<file path="src/rtl/mips_pkg.sv">
// Shared constants and types for the multicycle MIPS main control FSM.
//
// Contents:
//   - State encodings (4-bit, codes 12-15 unused)
//   - Opcode and funct field constants
//   - ALUControl codes and ALU-op class codes
//   - ctrl_t: packed bundle of the single-bit and select control outputs
//   - is_mem_op(): true for lw/sw opcodes
package mips_pkg;

  // State encodings (fixed; software/debug depends on them)
  localparam logic [3:0] StFetch    = 4'd0;
  localparam logic [3:0] StDecode   = 4'd1;
  localparam logic [3:0] StMemAdr   = 4'd2;
  localparam logic [3:0] StMemRead  = 4'd3;
  localparam logic [3:0] StMemWb    = 4'd4;
  localparam logic [3:0] StMemWrite = 4'd5;
  localparam logic [3:0] StExecute  = 4'd6;
  localparam logic [3:0] StAluWb    = 4'd7;
  localparam logic [3:0] StBranch   = 4'd8;
  localparam logic [3:0] StAddiExec = 4'd9;
  localparam logic [3:0] StAddiWb   = 4'd10;
  localparam logic [3:0] StJump     = 4'd11;

  // Opcodes (instr[31:26])
  localparam logic [5:0] OpRtype = 6'b000000;
  localparam logic [5:0] OpJ     = 6'b000010;
  localparam logic [5:0] OpBeq   = 6'b000100;
  localparam logic [5:0] OpAddi  = 6'b001000;
  localparam logic [5:0] OpLw    = 6'b100011;
  localparam logic [5:0] OpSw    = 6'b101011;

  // R-type funct codes (instr[5:0])
  localparam logic [5:0] FnAdd = 6'b100000;
  localparam logic [5:0] FnSub = 6'b100010;
  localparam logic [5:0] FnAnd = 6'b100100;
  localparam logic [5:0] FnOr  = 6'b100101;
  localparam logic [5:0] FnSlt = 6'b101010;

  // ALUControl codes
  localparam logic [2:0] AluAdd = 3'b010;
  localparam logic [2:0] AluSub = 3'b110;
  localparam logic [2:0] AluAnd = 3'b000;
  localparam logic [2:0] AluOr  = 3'b001;
  localparam logic [2:0] AluSlt = 3'b111;

  // ALU-op classes handed from the FSM to the ALU decoder.
  // AluOpNone is used by states that do not use the ALU; it yields 000.
  localparam logic [1:0] AluOpAdd   = 2'b00;
  localparam logic [1:0] AluOpSub   = 2'b01;
  localparam logic [1:0] AluOpFunct = 2'b10;
  localparam logic [1:0] AluOpNone  = 2'b11;

  // PCSrc / ALUSrcB select values
  localparam logic [1:0] PcSrcAluResult = 2'b00;
  localparam logic [1:0] PcSrcAluOut    = 2'b01;
  localparam logic [1:0] PcSrcJump      = 2'b10;

  localparam logic [1:0] SrcBRt       = 2'b00;
  localparam logic [1:0] SrcBFour     = 2'b01;
  localparam logic [1:0] SrcBSignExt  = 2'b10;
  localparam logic [1:0] SrcBSignExt2 = 2'b11;

  typedef struct packed {
    logic       iord;
    logic       mem_write;
    logic       mem_to_reg;
    logic       ir_write;
    logic       pc_write;
    logic       reg_write;
    logic       reg_dst;
    logic       branch;
    logic       alu_src_a;
    logic [1:0] pc_src;
    logic [1:0] alu_src_b;
  } ctrl_t;

  function automatic logic is_mem_op(input logic [5:0] op);
    return (op == OpLw) || (op == OpSw);
  endfunction

endpackage

</file>
<file path="src/rtl/mips_main_fsm_if.sv">
// Control bus between the main FSM and the multicycle datapath.
//
// Signals:
//   opcode, funct      : instruction fields from the instruction register
//   IorD ... ALUSrcA   : single-bit datapath controls
//   PCSrc, ALUSrcB     : 2-bit selects
//   ALUControl         : 3-bit ALU operation
//   state, illegal_op  : debug state and unsupported-opcode flag
// Modports:
//   slave  : the FSM (consumes opcode/funct, drives controls)
//   master : the datapath / bench (drives opcode/funct, consumes controls)
interface mips_main_fsm_if;
  logic [5:0] opcode;
  logic [5:0] funct;
  logic       IorD;
  logic       MemWrite;
  logic       MemtoReg;
  logic       IRWrite;
  logic       PCWrite;
  logic       RegWrite;
  logic       RegDst;
  logic       Branch;
  logic       ALUSrcA;
  logic [1:0] PCSrc;
  logic [1:0] ALUSrcB;
  logic [2:0] ALUControl;
  logic [3:0] state;
  logic       illegal_op;

  modport slave (
    input  opcode, funct,
    output IorD, MemWrite, MemtoReg, IRWrite, PCWrite, RegWrite, RegDst, Branch,
           ALUSrcA, PCSrc, ALUSrcB, ALUControl, state, illegal_op
  );

  modport master (
    output opcode, funct,
    input  IorD, MemWrite, MemtoReg, IRWrite, PCWrite, RegWrite, RegDst, Branch,
           ALUSrcA, PCSrc, ALUSrcB, ALUControl, state, illegal_op
  );
endinterface

</file>
<file path="src/rtl/mips_alu_dec.sv">
// ALU decoder: maps the FSM's ALU-op class plus the R-type funct field to
// a 3-bit ALUControl code.
//
// Ports:
//   alu_op     in  2  00 add, 01 sub, 10 decode funct, 11 unused (000)
//   funct      in  6  instr[5:0]
//   ALUControl out 3  ALU operation
module mips_alu_dec
  import mips_pkg::*;
(
  input  logic [1:0] alu_op,
  input  logic [5:0] funct,
  output logic [2:0] ALUControl
);

  always_comb begin
    ALUControl = AluAnd;
    case (alu_op)
      AluOpAdd: ALUControl = AluAdd;
      AluOpSub: ALUControl = AluSub;
      AluOpFunct: begin
        case (funct)
          FnAdd:   ALUControl = AluAdd;
          FnSub:   ALUControl = AluSub;
          FnAnd:   ALUControl = AluAnd;
          FnOr:    ALUControl = AluOr;
          FnSlt:   ALUControl = AluSlt;
          default: ALUControl = AluAdd;
        endcase
      end
      default: ALUControl = AluAnd;
    endcase
  end

endmodule

</file>
<file path="src/rtl/mips_main_fsm.sv">
// Main control FSM of a multicycle MIPS processor (lw, sw, R-type, beq, j,
// and optionally addi). Moore machine: all controls derive from the state
// register; ALUControl additionally follows funct in EXECUTE, and
// illegal_op flags the DECODE cycle of an unsupported opcode.
//
// Ports:
//   clk  in  rising-edge clock
//   rst  in  synchronous active-high reset (forces FETCH)
//   bus  mips_main_fsm_if.slave  opcode/funct in, controls/state/illegal_op out
//
// Configuration:
//   MIPS_FSM_ADDI_EN  defined   -> addi via ADDIEXEC/ADDIWB
//                     undefined -> opcode 001000 is illegal
module mips_main_fsm
  import mips_pkg::*;
(
  input  logic           clk,
  input  logic           rst,
  mips_main_fsm_if.slave bus
);

  logic [3:0] r_state;
  logic [3:0] w_state_next;
  logic       w_illegal;
  ctrl_t      w_ctrl;
  logic [1:0] w_alu_op;
  logic [2:0] w_alu_control;

  always_ff @(posedge clk) begin
    if (rst) begin
      r_state <= StFetch;
    end else begin
      r_state <= w_state_next;
    end
  end

  // Next-state logic
  always_comb begin
    w_state_next = StFetch;
    w_illegal    = 1'b0;
    case (r_state)
      StFetch: w_state_next = StDecode;
      StDecode: begin
        if (is_mem_op(bus.opcode)) begin
          w_state_next = StMemAdr;
        end else begin
          case (bus.opcode)
            OpRtype: w_state_next = StExecute;
            OpBeq:   w_state_next = StBranch;
`ifdef MIPS_FSM_ADDI_EN
            OpAddi:  w_state_next = StAddiExec;
`endif
            OpJ:     w_state_next = StJump;
            default: begin
              w_state_next = StFetch;
              w_illegal    = 1'b1;
            end
          endcase
        end
      end
      StMemAdr: begin
        // Opcode is held by the IR for the whole instruction.
        if (bus.opcode == OpLw) begin
          w_state_next = StMemRead;
        end else if (bus.opcode == OpSw) begin
          w_state_next = StMemWrite;
        end else begin
          w_state_next = StFetch;
        end
      end
      StMemRead:  w_state_next = StMemWb;
      StExecute:  w_state_next = StAluWb;
`ifdef MIPS_FSM_ADDI_EN
      StAddiExec: w_state_next = StAddiWb;
`endif
      // MEMWB, MEMWRITE, ALUWB, BRANCH, ADDIWB, JUMP and unused codes
      default:    w_state_next = StFetch;
    endcase
  end

  // Output logic (Moore)
  always_comb begin
    w_ctrl   = '0;
    w_alu_op = AluOpNone;
    case (r_state)
      StFetch: begin
        w_ctrl.ir_write  = 1'b1;
        w_ctrl.pc_write  = 1'b1;
        w_ctrl.alu_src_b = SrcBFour;
        w_ctrl.pc_src    = PcSrcAluResult;
        w_alu_op         = AluOpAdd;
      end
      StDecode: begin
        // Precompute the branch target into ALUOut.
        w_ctrl.alu_src_b = SrcBSignExt2;
        w_alu_op         = AluOpAdd;
      end
      StMemAdr: begin
        w_ctrl.alu_src_a = 1'b1;
        w_ctrl.alu_src_b = SrcBSignExt;
        w_alu_op         = AluOpAdd;
      end
      // Memory states keep recomputing the address since ALUOut reloads
      // every cycle, and hold IorD since read data is not registered.
      StMemRead: begin
        w_ctrl.alu_src_a = 1'b1;
        w_ctrl.alu_src_b = SrcBSignExt;
        w_ctrl.iord      = 1'b1;
        w_alu_op         = AluOpAdd;
      end
      StMemWb: begin
        w_ctrl.alu_src_a  = 1'b1;
        w_ctrl.alu_src_b  = SrcBSignExt;
        w_ctrl.iord       = 1'b1;
        w_ctrl.reg_dst    = 1'b0;
        w_ctrl.mem_to_reg = 1'b1;
        w_ctrl.reg_write  = 1'b1;
        w_alu_op          = AluOpAdd;
      end
      StMemWrite: begin
        w_ctrl.alu_src_a = 1'b1;
        w_ctrl.alu_src_b = SrcBSignExt;
        w_ctrl.iord      = 1'b1;
        w_ctrl.mem_write = 1'b1;
        w_alu_op         = AluOpAdd;
      end
      StExecute: begin
        w_ctrl.alu_src_a = 1'b1;
        w_ctrl.alu_src_b = SrcBRt;
        w_alu_op         = AluOpFunct;
      end
      StAluWb: begin
        w_ctrl.reg_dst   = 1'b1;
        w_ctrl.reg_write = 1'b1;
      end
      StBranch: begin
        w_ctrl.alu_src_a = 1'b1;
        w_ctrl.alu_src_b = SrcBRt;
        w_ctrl.branch    = 1'b1;
        w_ctrl.pc_src    = PcSrcAluOut;
        w_alu_op         = AluOpSub;
      end
`ifdef MIPS_FSM_ADDI_EN
      StAddiExec: begin
        w_ctrl.alu_src_a = 1'b1;
        w_ctrl.alu_src_b = SrcBSignExt;
        w_alu_op         = AluOpAdd;
      end
      StAddiWb: begin
        w_ctrl.alu_src_a = 1'b1;
        w_ctrl.alu_src_b = SrcBSignExt;
        w_ctrl.reg_write = 1'b1;
        w_alu_op         = AluOpAdd;
      end
`endif
      StJump: begin
        w_ctrl.pc_src   = PcSrcJump;
        w_ctrl.pc_write = 1'b1;
      end
      default: begin
        w_ctrl   = '0;
        w_alu_op = AluOpNone;
      end
    endcase
  end

  mips_alu_dec u_alu_dec (
    .alu_op     (w_alu_op),
    .funct      (bus.funct),
    .ALUControl (w_alu_control)
  );

  assign bus.IorD       = w_ctrl.iord;
  assign bus.MemWrite   = w_ctrl.mem_write;
  assign bus.MemtoReg   = w_ctrl.mem_to_reg;
  assign bus.IRWrite    = w_ctrl.ir_write;
  assign bus.PCWrite    = w_ctrl.pc_write;
  assign bus.RegWrite   = w_ctrl.reg_write;
  assign bus.RegDst     = w_ctrl.reg_dst;
  assign bus.Branch     = w_ctrl.branch;
  assign bus.ALUSrcA    = w_ctrl.alu_src_a;
  assign bus.PCSrc      = w_ctrl.pc_src;
  assign bus.ALUSrcB    = w_ctrl.alu_src_b;
  assign bus.ALUControl = w_alu_control;
  assign bus.state      = r_state;
  assign bus.illegal_op = w_illegal;

endmodule

</file>
<file path="src/flat_wrapper.sv">
// flat-port wrapper written by rule: the top's interface ports become plain ports
module mips_main_fsm_flat import mips_pkg::*;
  (clk, rst, bus_opcode, bus_funct, bus_IorD, bus_MemWrite, bus_MemtoReg, bus_IRWrite, bus_PCWrite, bus_RegWrite, bus_RegDst, bus_Branch, bus_ALUSrcA, bus_PCSrc, bus_ALUSrcB, bus_ALUControl, bus_state, bus_illegal_op);
  mips_main_fsm_if bus_i ();
  input  logic clk;
  input  logic rst;
  input wire logic [$bits(bus_i.opcode)-1:0] bus_opcode;
  input wire logic [$bits(bus_i.funct)-1:0] bus_funct;
  output wire logic [$bits(bus_i.IorD)-1:0] bus_IorD;
  output wire logic [$bits(bus_i.MemWrite)-1:0] bus_MemWrite;
  output wire logic [$bits(bus_i.MemtoReg)-1:0] bus_MemtoReg;
  output wire logic [$bits(bus_i.IRWrite)-1:0] bus_IRWrite;
  output wire logic [$bits(bus_i.PCWrite)-1:0] bus_PCWrite;
  output wire logic [$bits(bus_i.RegWrite)-1:0] bus_RegWrite;
  output wire logic [$bits(bus_i.RegDst)-1:0] bus_RegDst;
  output wire logic [$bits(bus_i.Branch)-1:0] bus_Branch;
  output wire logic [$bits(bus_i.ALUSrcA)-1:0] bus_ALUSrcA;
  output wire logic [$bits(bus_i.PCSrc)-1:0] bus_PCSrc;
  output wire logic [$bits(bus_i.ALUSrcB)-1:0] bus_ALUSrcB;
  output wire logic [$bits(bus_i.ALUControl)-1:0] bus_ALUControl;
  output wire logic [$bits(bus_i.state)-1:0] bus_state;
  output wire logic [$bits(bus_i.illegal_op)-1:0] bus_illegal_op;
  assign bus_i.opcode = bus_opcode;
  assign bus_i.funct = bus_funct;
  assign bus_IorD = bus_i.IorD;
  assign bus_MemWrite = bus_i.MemWrite;
  assign bus_MemtoReg = bus_i.MemtoReg;
  assign bus_IRWrite = bus_i.IRWrite;
  assign bus_PCWrite = bus_i.PCWrite;
  assign bus_RegWrite = bus_i.RegWrite;
  assign bus_RegDst = bus_i.RegDst;
  assign bus_Branch = bus_i.Branch;
  assign bus_ALUSrcA = bus_i.ALUSrcA;
  assign bus_PCSrc = bus_i.PCSrc;
  assign bus_ALUSrcB = bus_i.ALUSrcB;
  assign bus_ALUControl = bus_i.ALUControl;
  assign bus_state = bus_i.state;
  assign bus_illegal_op = bus_i.illegal_op;
  mips_main_fsm u_core (.clk(clk), .rst(rst), .bus(bus_i));
endmodule
</file>
<file path="config.mk">
export PLATFORM = sky130hd
export DESIGN_NAME = mips_main_fsm_flat
export DESIGN_NICKNAME = d
export VERILOG_FILES = /design/src/rtl/mips_pkg.sv /design/src/rtl/mips_main_fsm_if.sv /design/src/rtl/mips_alu_dec.sv /design/src/rtl/mips_main_fsm.sv /design/src/flat_wrapper.sv
export SDC_FILE = /design/constraint.sdc
export NUM_CORES = 1
export LEC_CHECK = 0
export ABC_CLOCK_PERIOD_IN_PS = 3400
export CAP_MARGIN = 15
export CORE_MARGIN = 8
export CORE_UTILIZATION = 36
export DETAILED_ROUTE_END_ITERATION = 12
export PLACE_DENSITY_LB_ADDON = 0.2
export SYNTH_ARGS = -nofsm -noshare
export SYNTH_HDL_FRONTEND = slang
export SYNTH_SLANG_ARGS = --single-unit
export TNS_END_PERCENT = 50
</file>
<file path="constraint.sdc">
create_clock -name clk -period 3.4 [get_ports clk]
set_clock_uncertainty 0.2 [all_clocks]
set_input_delay 0.85 -clock clk [delete_from_list [all_inputs] [get_ports clk]]
set_output_delay 0.85 -clock clk [all_outputs]
set_load 0.02 [all_outputs]
</file>
==> reports/qor.json <==
{
  "outcome": "finished, final reports clean",
  "clkSinkCount": 4,
  "cellPowerDensity_nw_per_um2": 198,
  "synth_flop_type": "sky130_fd_sc_hd__dfxtp_1",
  "placement_rows": 13,
  "synth_cells": 71,
  "die_height_um": 53.3,
  "post_synth_instance_area_um2": 502,
  "cap_violations": 0,
  "share_of_cells_above_drive_strength_1": 0.145,
  "critical_path.endpoint_type": "primary output",
  "clock-root-buffer": "sky130_fd_sc_hd__clkbuf_4",
  "hold_slack_ns": 0.581,
  "maximum_number_of_pins_on_one_net_before_global_route_repair": 22,
  "floorplan.core_area_um2": 1300,
  "placedCellCount": 122,
  "cts_inserted_buffers": 3,
  "grt_antenna_before_repair": 0,
  "ant_nets": 0,
  "max_slew_margin": 0.569,
  "data_required_critical_path_ns": 2.35,
  "cts_htree_levels": 1,
  "pre_cts_slack_ns": -0.205,
  "rsz0062_at_grt": "false",
  "timing.hold.worst_endpoint": "u_core.bus.state[2]",
  "detailedPlacementHpwl_mm": 1.41,
  "postCtsSetupBuffers": 0,
  "first_pass_iters": 4,
  "finalSetupViolations": 0,
  "detail_route.iter0.violations": 9,
  "rr_startpoint": "u_core.bus.state[1]",
  "route.final.wire_length_mm": 1.83,
  "routed-via-count": 678,
  "final.period_utilization": 0.971,
  "combinational_family_with_the_most_area_after_synthesis": "simple AND/OR/NAND/NOR gates",
  "grt_pass1_vias": 647,
  "drc_errors": 0,
  "syn-mean-instance-area_um2": 7.07,
  "postLayoutCoreUtil": 0.691,
  "total_track_usage": 0.131,
  "place.port_buffers": 34,
  "antennaDiodeCount": 0,
  "yosys_warning_count": 0,
  "worst-setup-path-type": "input pin to primary output",
  "synth-seq-cells": 4,
  "synth_compound_area_frac": 0.212,
  "worst_hold_path.num_cells": 2,
  "synth.yosys.seq_area_share": 0.160,
  "timing.critical_path.fanout_max": 2,
  "routabilityCongestion": 0.874,
  "synth_xor_xnor_area_share": 0.0175,
  "largest_reg_flops": 4,
  "worstHoldStart": "u_core.bus.state[1]",
  "setup_slack_ns": 0.0972,
  "layout.cells.most_common": "sky130_fd_sc_hd__clkdlybuf4s50_1",
  "cts_max_path_buffers": 2,
  "synthSimpleGateAreaFrac": 0.511,
  "worstPathArrival_ns": 2.25,
  "dieArea_um2": 2840,
  "timing.hold.worst.class": "flop to flop",
  "floorplan.initialDensity": 0.386,
  "p_leak_nw": 0.346,
  "layout_common_cells": "sky130_fd_sc_hd__clkdlybuf4s50_1 (30), sky130_fd_sc_hd__buf_4 (9), sky130_fd_sc_hd__nor2_1 (8), sky130_fd_sc_hd__a21oi_1 (5)",
  "muxShareOfSynthArea": 0,
  "finalWorstPathRequiredPeriod_ns": 3.30,
  "clk_pin_slew_worst_paths_ns": 0.04,
  "design.final.nets": 126,
  "grt_pass1_wl_mm": 2.77,
  "totalPowerFinal_mw": 0.178,
  "ys_types": 37,
  "hold_viol_final": 0,
  "post_synth_fa_ha_maj_area_fraction": 0,
  "tritoncts": "built",
  "worst_ir_drop_on_vdd_mv": 0.151,
  "rrSetupSlack_ns": 1.74,
  "fmax_mhz": 303,
  "timing_max_transition_violations_final": 0,
  "finish.cell_count_without_fillers": 125,
  "worst-r2r-cell-count": 3,
  "critical_path_source_type": "input pin",
  "cts_hold_buffers": 0,
  "die-width_um": 53.3,
  "max_slew.worst_pin.slew_ns": 0.646,
  "async_flop_share": 0,
  "area.growth.synth_to_final_pct": 79.3,
  "overflow": 0,
  "synth.net_count": 85,
  "number_of_enable_flip_flop_cells_after_synthesis": 0,
  "insertion_delay_ns": 0.24,
  "io_pins": 35,
  "drt-wirelength-per-cell_um": 14.6,
  "per_cell_via_count_in_the_routed_design": 5.42,
  "regToRegEndpoint": "u_core.bus.state[0]"
}
worst max path at each step:
stage / to / startpoint / slack (ns) / cells past startpoint
3_5_place_dp: bus_ALUControl[0] / bus_funct[2] / -0.21 / 5
2_1_floorplan: bus_ALUControl[0] / bus_funct[1] / 0.56 / 3
4_1_cts: bus_illegal_op / bus_opcode[3] / 0.07 / 5
6_report: bus_illegal_op / bus_opcode[3] / 0.1 / 5
3_3_place_gp: bus_ALUControl[0] / bus_funct[2] / -0.15 / 5
5_1_grt: bus_illegal_op / bus_opcode[3] / 0.02 / 5
worst max-delay path: stages:
cell,delay (ns)
sky130_fd_sc_hd__clkdlybuf4s50_1,0.44
sky130_fd_sc_hd__nor4_2,0.33
sky130_fd_sc_hd__a22oi_1,0.11
sky130_fd_sc_hd__and3_1,0.20
sky130_fd_sc_hd__dlygate4sd2_1,0.32
per-stage QoR:
step           TNS, ns  cell area (um^2)
6_report             0               900
5_1_grt              0               900
4_1_cts              0               903
2_1_floorplan        0               502
3_3_place_gp    -0.492               886
3_5_place_dp    -0.617               886
layer usage:
layer,vias up,part of all wire,wire length [um],GRT usage
met5,-,0,0,0
met2,21,0.52,949,0.234
li1,348,-,-,-
met3,2,0.073,133,0.0560
met4,0,0.010,19,0.0588
met1,307,0.40,727,0.127
cells in the mapped netlist (all sizes together) (2+ instances only):
master,instances,share of area
nand2,3,0.022
nor4,3,0.050
a21oi,5,0.050
dfxtp,4,0.16
nand3,4,0.040
nand2b,4,0.050
or3,2,0.025
nor2,8,0.060
buf,6,0.077
inv,2,0.015
nor2b,2,0.025
nor3,2,0.020
nor3b,4,0.070
o22ai,3,0.037
final cells by class:
class	instances	area, um^2
multi-input cells	58	372
well taps	15	18.8
clock buffers	3	22.5
inverters	2	7.51
repair buffers	43	399
flip-flops and latches	4	80.1
fillers	112	402
timing repair:
item / 4_1_cts / 5_1_grt
gates cloned: 0 / 0
gates resized for setup: 4 / 3
endpoints found under the setup margin: 4 / 1
logic make-up (layout without fill, tap and decap cells):
| family | count (synthesis) | count (layout) |
|---|---|---|
| flip-flops | 4 | 4 |
| XOR/XNOR | 1 | 1 |
| buffers and inverters | 9 | 48 |
| AO/OA/AOI/OAI | 16 | 16 |
| AND/OR/NAND/NOR | 41 | 41 |
power by group:
part	total, mW	internal (mW)	switching, mW	leakage (nW)
Sequential	0.0537	0.0484	0.00531	0.0326
Combinational	0.0646	0.0377	0.0269	0.299
Clock	0.0596	0.0395	0.0201	0.0138
Total	0.178	0.126	0.0523	0.346
Power figures use the tool's default switching activity.
